==> config.mk <==
export PLATFORM = sky130hd
export DESIGN_NAME = spi_rom_reader
export DESIGN_NICKNAME = d
export VERILOG_FILES = /design/src/rtl/spi_rom_reader.sv
export SDC_FILE = /design/constraint.sdc
export NUM_CORES = 1
export LEC_CHECK = 0
export CORE_MARGIN = 3
export CORE_UTILIZATION = 44
export CTS_CLUSTER_SIZE = 12
export DETAILED_ROUTE_END_ITERATION = 10
export PLACE_DENSITY = 0.66
export SLEW_MARGIN = 25
export SYNTH_ARGS = -nofsm -noshare
export SYNTH_HDL_FRONTEND = slang
export SYNTH_SLANG_ARGS = --single-unit
==> constraint.sdc <==
create_clock -name clk -period 2.8 [get_ports clk]
set_input_delay 0.56 -clock clk [delete_from_list [all_inputs] [get_ports clk]]
set_output_delay 0.56 -clock clk [all_outputs]
set_load 0.03 [all_outputs]
==> src/rtl/spi_rom_reader.sv <==
// spi_rom_reader: SPI mode-0 master that streams bytes from an M95xxx EEPROM
// using the READ (0x03) command and hands them out over a valid/ready port.
module spi_rom_reader #(
  parameter int CLK_DIV = 4,
  parameter int ADDR_W  = 16,
  parameter int LEN_W   = 16
) (
  input  logic              clk,
  input  logic              reset,
  input  logic              req_valid,
  output logic              req_ready,
  input  logic [ADDR_W-1:0] req_addr,
  input  logic [LEN_W-1:0]  req_len,
  output logic [7:0]        data_out,
  output logic              data_valid,
  input  logic              data_ready,
  output logic              done,
  output logic              busy,
  output logic              spi_clk_out,
  output logic              mosi_out,
  output logic              spi_en_out,
  input  logic              miso
);
  localparam int SW = 8 + ADDR_W;
  localparam int DW = $clog2(2 * CLK_DIV);
  localparam int BW = $clog2(SW);
  localparam logic [DW-1:0]    HALF_LAST = DW'(CLK_DIV - 1);
  localparam logic [DW-1:0]    GAP_LAST  = DW'(2 * CLK_DIV - 1);
  localparam logic [DW-1:0]    DIV_ONE   = DW'(1);
  localparam logic [BW-1:0]    BIT_ONE   = BW'(1);
  localparam logic [BW-1:0]    BYTE_LAST = BW'(7);
  localparam logic [BW-1:0]    TX_LAST   = BW'(SW - 1);
  localparam logic [LEN_W-1:0] LEN_ONE   = LEN_W'(1);
  localparam logic [7:0]       READ_CMD  = 8'h03;

  typedef enum logic [3:0] {
    IDLE, CS_SETUP, CMD, ADDR, DATA, STALL, CS_HOLD, CS_GAP, FINISH
  } state_t;

  state_t            state_q, state_d;
  logic [DW-1:0]     div_q, div_d;
  logic [BW-1:0]     bit_q, bit_d;
  logic [SW-1:0]     shift_q, shift_d;
  logic [7:0]        rx_q, rx_d;
  logic [LEN_W-1:0]  cnt_q, cnt_d;
  logic              sck_q, sck_d;
  logic              cs_q, cs_d;
  logic              mosi_q, mosi_d;
  logic [7:0]        dout_q, dout_d;
  logic              dvalid_q, dvalid_d;
  logic              done_q, done_d;
  logic              busy_q, busy_d;
  logic              rdy_q, rdy_d;

  logic              out_free;
  logic              half_end;
  logic [DW-1:0]     div_inc;
  logic [7:0]        rx_byte;

  // The output register can take a byte if empty or being drained this cycle.
  assign out_free = !dvalid_q || data_ready;
  assign half_end = (div_q == HALF_LAST);
  assign div_inc  = div_q + DIV_ONE;
  assign rx_byte  = {rx_q[6:0], miso};

  always_comb begin
    state_d  = state_q;
    div_d    = div_q;
    bit_d    = bit_q;
    shift_d  = shift_q;
    rx_d     = rx_q;
    cnt_d    = cnt_q;
    sck_d    = sck_q;
    cs_d     = cs_q;
    mosi_d   = mosi_q;
    dout_d   = dout_q;
    dvalid_d = dvalid_q;
    done_d   = 1'b0;
    busy_d   = busy_q;
    rdy_d    = rdy_q;

    if (dvalid_q && data_ready) dvalid_d = 1'b0;

    case (state_q)
      IDLE: begin
        if (req_valid && rdy_q) begin
          busy_d  = 1'b1;
          rdy_d   = 1'b0;
          cnt_d   = req_len;
          shift_d = {READ_CMD, req_addr};
          div_d   = '0;
          bit_d   = '0;
          if (req_len != '0) begin
            state_d = CS_SETUP;
            cs_d    = 1'b0;
            mosi_d  = READ_CMD[7];
          end else begin
            state_d = FINISH;
          end
        end
      end
      CS_SETUP: begin
        if (half_end) begin
          sck_d   = 1'b1;
          div_d   = '0;
          state_d = CMD;
        end else begin
          div_d = div_inc;
        end
      end
      // Command and address share one shift register; bits advance on SCK fall.
      CMD, ADDR: begin
        if (!half_end) begin
          div_d = div_inc;
        end else begin
          div_d = '0;
          if (!sck_q) begin
            sck_d = 1'b1;
          end else begin
            sck_d   = 1'b0;
            shift_d = shift_q << 1;
            mosi_d  = shift_q[SW-2];
            bit_d   = bit_q + BIT_ONE;
            if (bit_q == BYTE_LAST) state_d = ADDR;
            if (bit_q == TX_LAST) begin
              mosi_d  = 1'b0;
              bit_d   = '0;
              state_d = DATA;
            end
          end
        end
      end
      DATA: begin
        if (!half_end) begin
          div_d = div_inc;
        end else begin
          div_d = '0;
          if (!sck_q) begin
            sck_d = 1'b1;
            rx_d  = rx_byte;
            bit_d = bit_q + BIT_ONE;
            if (bit_q == BYTE_LAST) begin
              bit_d = '0;
              if (out_free) begin
                dout_d   = rx_byte;
                dvalid_d = 1'b1;
                cnt_d    = cnt_q - LEN_ONE;
              end else begin
                state_d = STALL;
              end
            end
          end else begin
            sck_d = 1'b0;
            if (cnt_q == '0) state_d = CS_HOLD;
          end
        end
      end
      // Finish the current high phase, then park SCK low until the byte can go out.
      STALL: begin
        if (sck_q) begin
          if (half_end) begin
            sck_d = 1'b0;
            div_d = '0;
          end else begin
            div_d = div_inc;
          end
        end else if (out_free) begin
          dout_d   = rx_q;
          dvalid_d = 1'b1;
          cnt_d    = cnt_q - LEN_ONE;
          div_d    = '0;
          state_d  = (cnt_q == LEN_ONE) ? CS_HOLD : DATA;
        end
      end
      CS_HOLD: begin
        if (half_end) begin
          cs_d    = 1'b1;
          div_d   = '0;
          state_d = CS_GAP;
        end else begin
          div_d = div_inc;
        end
      end
      CS_GAP: begin
        if (div_q == GAP_LAST) begin
          div_d   = '0;
          state_d = FINISH;
        end else begin
          div_d = div_inc;
        end
      end
      FINISH: begin
        done_d  = 1'b1;
        busy_d  = 1'b0;
        rdy_d   = 1'b1;
        state_d = IDLE;
      end
      default: state_d = IDLE;
    endcase
  end

  always_ff @(posedge clk or negedge reset) begin
    if (!reset) begin
      state_q  <= IDLE;
      div_q    <= '0;
      bit_q    <= '0;
      shift_q  <= '0;
      rx_q     <= '0;
      cnt_q    <= '0;
      sck_q    <= 1'b0;
      cs_q     <= 1'b1;
      mosi_q   <= 1'b0;
      dout_q   <= '0;
      dvalid_q <= 1'b0;
      done_q   <= 1'b0;
      busy_q   <= 1'b0;
      rdy_q    <= 1'b1;
    end else begin
      state_q  <= state_d;
      div_q    <= div_d;
      bit_q    <= bit_d;
      shift_q  <= shift_d;
      rx_q     <= rx_d;
      cnt_q    <= cnt_d;
      sck_q    <= sck_d;
      cs_q     <= cs_d;
      mosi_q   <= mosi_d;
      dout_q   <= dout_d;
      dvalid_q <= dvalid_d;
      done_q   <= done_d;
      busy_q   <= busy_d;
      rdy_q    <= rdy_d;
    end
  end

  assign spi_clk_out = sck_q;
  assign spi_en_out  = cs_q;
  assign mosi_out    = mosi_q;
  assign data_out    = dout_q;
  assign data_valid  = dvalid_q;
  assign done        = done_q;
  assign busy        = busy_q;
  assign req_ready   = rdy_q;

endmodule
# Word-level counts from Yosys, hierarchy flattened

Cells that the tools add are included.

Register bits: 74
Latch bits: 0
Memory bits (writable): 0
ROM bits: 0
Input port bits: 37
Output and inout port bits: 15
Logic and storage cells: 154
Memories: 0

Add/sub/neg operators: 3
Multiply operators: 0
Divide/modulo/power cells: 0
Order comparisons: 0
Equal/unequal tests: 32
Shift operators: 0
Mux-type cells: 75
Bitwise gates (word level): 1
Reductions and logical operators: 29

Operators by type and width:

| operator                | number |
|---|---|
| $mux W16                | 6 |
| $mux W23                | 3 |
| $mux W4                 | 16 |
| $mux W8                 | 6 |
| $pmux W16 S3            | 1 |
| $pmux W23 S2            | 1 |
| $mux W5                 | 7 |
| $pmux W4 S7             | 1 |
| $ne A2 B2 Y1 const B    | 13 |
| $mux W1                 | 19 |
| $eq A16 B1 Y1 const B   | 1 |
| $eq A4 B3 Y1 const B    | 4 |
| $logic_not A16 Y1       | 1 |
| $pmux W8 S2             | 1 |
| $reduce_bool A16 Y1     | 1 |
| $sub A16 B1 Y16 const B | 1 |
| $mux W3                 | 5 |
| $ne A3 B3 Y1 const B    | 5 |
| $pmux W5 S3             | 1 |
| $reduce_and A13 Y1      | 1 |
| $pmux W3 S4             | 1 |
| $reduce_and A6 Y1       | 2 |
| $pmux W1 S2             | 5 |
| $reduce_and A3 Y1       | 3 |
| other kinds (27)        | 35 |

# Depth between registers and ports, before layout

Gate-level depths: netlist of run 1.

Depth after elaboration: 7
Depth in mapped cells: 9
Depth with buffers taken out: 7

# Worst setup path after synthesis of run 1

No wires, ideal clock.

Path type: register to register
Start: register div_q[0]
End: register cnt_q[0]
Library setup time: 0.124 ns
Arrival time: 1.889 ns
Required time: 2.676 ns
Slack: 0.787 ns
Stages on the path, launching flop included: 9
Path buffers: 2
Period minus slack after synthesis: 2.013 ns
Cells stage by stage: dfrtp_1 ha_1 ha_1 clkbuf_1 a211o_1 and3_1 buf_6 and3_1 a211o_1

Word-level cells in the longest chain between the ends: 3

RTL lines:

| what                               | RTL line | text |
|---|---|---|
| from (decl)                        | 41       | `logic [DW-1:0] div_q, div_d;` |
| from (signal assigned)             | 220      | `div_q <= div_d;` |
| $eq A3 B2 Y1                       | 62       | `assign half_end = (div_q == HALF_LAST);` |
| $ne A2 B2 Y1 (no source line)      | n/a      |  |
| $reduce_and A6 Y1 (no source line) | n/a      |  |
| to (signal assigned)               | 224      | `cnt_q <= cnt_d;` |
| to (decl)                          | 45       | `logic [LEN_W-1:0] cnt_q, cnt_d;` |

No other way between the ends.
A chain may end at the register's enable or synchronous reset.

# Final worst setup path of run 1

Start: register state_q[2]
End: register cnt_q[11]

Word-level cells in the longest chain between the ends: 3
Elaborated cells between the ends (all ways): 11
Classes of those cells: eq/ne (7); mux (1); reduce/logical (3)

RTL lines:

| what                                                                | RTL line | text |
|---|---|---|
| from (decl)                                                         | 40       | `state_t state_q, state_d;` |
| from (signal assigned)                                              | 219      | `state_q <= state_d;` |
| $eq A4 B3 Y1 or $logic_not A4 Y1 (tied branches)                    | 84       | `case (state_q)` |
| $ne A2 B2 Y1 (no source line) or $reduce_bool A3 Y1 (tied branches) | n/a      |  |
| $reduce_and A6 Y1 (no source line)                                  | n/a      |  |

Parallel ways exist; a longest one is shown, timed or not.

==> out/results.md, run 1 <==
• **fraction of synthesized cell area in xor and xnor cells** 0
• **async set-or-reset flop fraction in the synthesized netlist** 1.00
• **slowest CP cell** sky130_fd_sc_hd__or4_1
• **mean instance size in the synthesized netlist** 9.15 µm²
• **most frequently used flop master after synthesis** sky130_fd_sc_hd__dfrtp_1
• **Hold Path Class** in -> async
• **number of instances in the synthesized netlist** 430
• **overall routed net length** 9.07 mm
• **worst path arrival time** 2.75 ns
• **total clock buffers created by CTS** 9
• **summed area of non-filler cells in the final layout** 4810 µm²
• **number of I/O port buffers** 51
• **Vert. Die Dim** 101 µm
• **proportion of layout cells with a drive suffix above 1** 0.109
• **hold buffers post-CTS** 0
• **global-route wire length before repair** 15.5 mm
• **via count of the first global-routing pass** 3,289
• **number of hold violations in the final report** 0
• **clock slew seen by the registers of the worst setup and hold paths** 0.08 ns
• **post-detail-place hpwl** 6.34 mm
• **multiplexer share of the synthesized area** 0.0598
• **setup total negative slack** 0 ns
• **final weighted congestion of routability-driven global placement** 0.881
• **FMAX** 397 MHz
• **worst hold slack** 0.212 ns
• **Site Rows** 33
• **cell types with the largest area share after synthesis** sky130_fd_sc_hd__dfrtp_1 (46%), sky130_fd_sc_hd__nand2_1 (6.6%), sky130_fd_sc_hd__o21ai_0 (4.3%)
• **total number of clock tree sinks** 74
• **sequential share of the synthesized area** 0.471
• **residual DRC count** 0
• **clock network latency to the later pin of the worst-skew pair** 0.34 ns
• **Yosys cell types** 56
• **vias** 3,410
• **count of nets left with antenna violations after detail routing** 0
• **cell family with most CP delay** simple AND/OR/NAND/NOR gates
• **slew at the pin with the worst max-slew slack** 0.665 ns
• **total standard cell area after synthesis** 3940 µm²
• **Syn-to-layout area delta** 22.3%
• **maximum number of buffers from clock root to sink** 2
• **type of the worst setup path** reg -> reg
• **Placeable Area** 8460 µm²
• **all-layer global routing usage** 0.189
• **top-area cell type share of the netlist area** 0.458
• **WP depth** 5
• **number of storage elements in the synthesis netlist** 74
• **FILL cells** 765
• **CP Data Required Time** 3.03 ns
• **Lkg Pwr** 2.09 nW
• **Worst Setup End Kind** flip-flop
• **Final Slew Violations** 0
• **Post-CTS Setup Repair Bufs** 0
• **count of flip-flops with a built-in enable after synthesis** 0
• **worst supply voltage drop on vdd** 0.271 mV
• **ANT cells** 0
• **maximum number of pins on one net before global-route repair** 75
• **mean number of vias per cell** 5.75
• **routed wirelength normalized by instance count** 15.3 µm
• **highest cell delay on the worst timing path** 0.68 ns
• **shortest clock period the worst path allows after layout** 2.52 ns
• **clock tree from TritonCTS** done
• **number of buffer and inverter stages on the critical path** 0
• **startpoint type of the worst setup path** flip-flop
• **top-level I/O count** 52
• **synthesis warning total** 0
• **residual overflow from global routing** 0
• **count of cells resized by post-cts repair** 0
• **reg2reg path depth** 5
• **area post-placement** 4590 µm²
• **headroom to the max-slew limit** 0.554
• **1st-pass router iterations** 5
• **crit-path max FO** 15
• **number of nets in the synthesized netlist** 475
• **Initial Util** 0.465
• **cell at the root of the clock tree** sky130_fd_sc_hd__clkbuf_8
• **final setup fails** 0
• **depth of the CTS H-tree** 3
• **final net count** 528
• **initial antenna violation count** 0
• **Compound-Gate Fraction of Synth Area** 0.197
• **cell type contributing the most total cell area after synthesis** sky130_fd_sc_hd__dfrtp_1
• **detailed router's first-iteration violation count** 281
• **RSZ-0062 raised after global routing** false
• **Die Span X** 101 µm
• **simple-gate portion of the synthesized area** 0.205
• **status** complete, no violations
• **Power Dens Cells** 435 nW/µm²
• **cell-by-cell listing of the critical path** or4_1 > o22ai_1 > and3_1 > o21ai_0 > a22o_1
• **post-route clock skew** 0.0106 ns
• **max-cap violation count** 0
• **share of the clock period used by the worst path after layout** 0.901
• **Die ar.** 10,100 µm²
• **synthesized-area fraction occupied by adder cells** 0.0254
• **dominant combinational cell family by area after synthesis** simple AND/OR/NAND/NOR gates
## cells in the final DEF (no fill, tap or decap), types with 3 or more instances in the layout
master and n:
sky130_fd_sc_hd__o211ai_1 4, sky130_fd_sc_hd__nor4_1 10, sky130_fd_sc_hd__mux2i_1 10, sky130_fd_sc_hd__ha_1 8, sky130_fd_sc_hd__a22o_1 10, sky130_fd_sc_hd__inv_1 12
sky130_fd_sc_hd__o21ai_1 3, sky130_fd_sc_hd__buf_4 15, sky130_fd_sc_hd__nand3_1 12, sky130_fd_sc_hd__nand2_1 69, sky130_fd_sc_hd__a31oi_1 17, sky130_fd_sc_hd__a21oi_1 22
sky130_fd_sc_hd__a21o_1 3, sky130_fd_sc_hd__nor3_1 10, sky130_fd_sc_hd__o22ai_1 6, sky130_fd_sc_hd__mux2_2 12, sky130_fd_sc_hd__a2bb2oi_1 3, sky130_fd_sc_hd__and3_1 3
sky130_fd_sc_hd__nor2_1 38, sky130_fd_sc_hd__dfrtp_1 72, sky130_fd_sc_hd__clkbuf_8 9, sky130_fd_sc_hd__o21ai_0 34, sky130_fd_sc_hd__nor2b_1 4, sky130_fd_sc_hd__clkdlybuf4s50_1 50
## cells in the mapped netlist (6+ instances only)
library cell / n
sky130_fd_sc_hd__nand3_1: 12
sky130_fd_sc_hd__nor3_1: 10
sky130_fd_sc_hd__inv_1: 12
sky130_fd_sc_hd__o22ai_1: 6
sky130_fd_sc_hd__a31oi_1: 17
sky130_fd_sc_hd__a22o_1: 10
sky130_fd_sc_hd__mux2_2: 12
sky130_fd_sc_hd__a21oi_1: 22
sky130_fd_sc_hd__o21ai_0: 34
sky130_fd_sc_hd__ha_1: 8
sky130_fd_sc_hd__clkbuf_1: 12
sky130_fd_sc_hd__nor4_1: 10
sky130_fd_sc_hd__dfrtp_1: 72
sky130_fd_sc_hd__buf_2: 8
sky130_fd_sc_hd__nand2_1: 69
sky130_fd_sc_hd__nor2_1: 38
sky130_fd_sc_hd__mux2i_1: 10
## cells by family after synthesis
group	count (synthesis)
simple gates	167
compound gates	122
flops	74
buf+inv	37
mux	22
fa+ha+maj	8
## flip-flops by register name (all words and copies together) (netlist names), 3 cells and up
register  flops
cnt_q        16
shift_q      23
div_q         3
state_q       4
rx_q          8
data_out      8
bit_q         5
## through the flow
stage	setup slack [ns]	instances	util	power, mW
detailed placement	0.304	577	0.542	1.19
floorplan	0.787	430	-	1.10
global placement	0.331	577	0.542	1.19
CTS	0.301	593	0.569	2.13
finish	0.278	593	0.569	2.09
global route	0.116	593	0.569	2.18
## per-layer routing
metal,share of wire,GRT usage,vias to the layer above
met5,0,0,-
met4,0.010,0.0528,0
met3,0.057,0.0471,7
met2,0.47,0.305,104
met1,0.46,0.252,1631
li1,-,-,1668
## worst paths after layout
path	start	end	slack (ns)
max	state_q[2]	cnt_q[11]	0.28
min	reset	shift_q[10]	0.21
max reg2reg	state_q[2]	cnt_q[11]	0.28
min reg2reg	data_out[4]	data_out[4]	0.49
max in group asynchronous	reset	spi_en_out	2.20
min in group clk	data_out[4]	data_out[4]	0.49
## layout make-up
cell class                 count  area, µm²  area share
multi-input combinational    319       1920       0.399
sequential                    74       1850       0.385
timing repair buffer          67        638       0.133
tap                          105        131      0.0273
clock buffer                   9        124      0.0257
clock inverter                 7        101      0.0211
inverter                      12       45.0     0.00936
## report_power, final
group	leakage, nW	total, mW	switching [mW]	internal (mW)
Combinational	1.08	0.0932	0.0394	0.0537
Clock	0.106	0.931	0.421	0.509
Sequential	0.904	1.07	0.000686	1.07
No activity file was read; power rests on OpenSTA's default activity.
==> run 2, diff against run 1 <==
Settings changed: SLEW_MARGIN 25 to default, TNS_END_PERCENT from default to 50.
==> results of run 2 <==
Same layout as run 1: the final DEF is identical, and so are final timing and power.
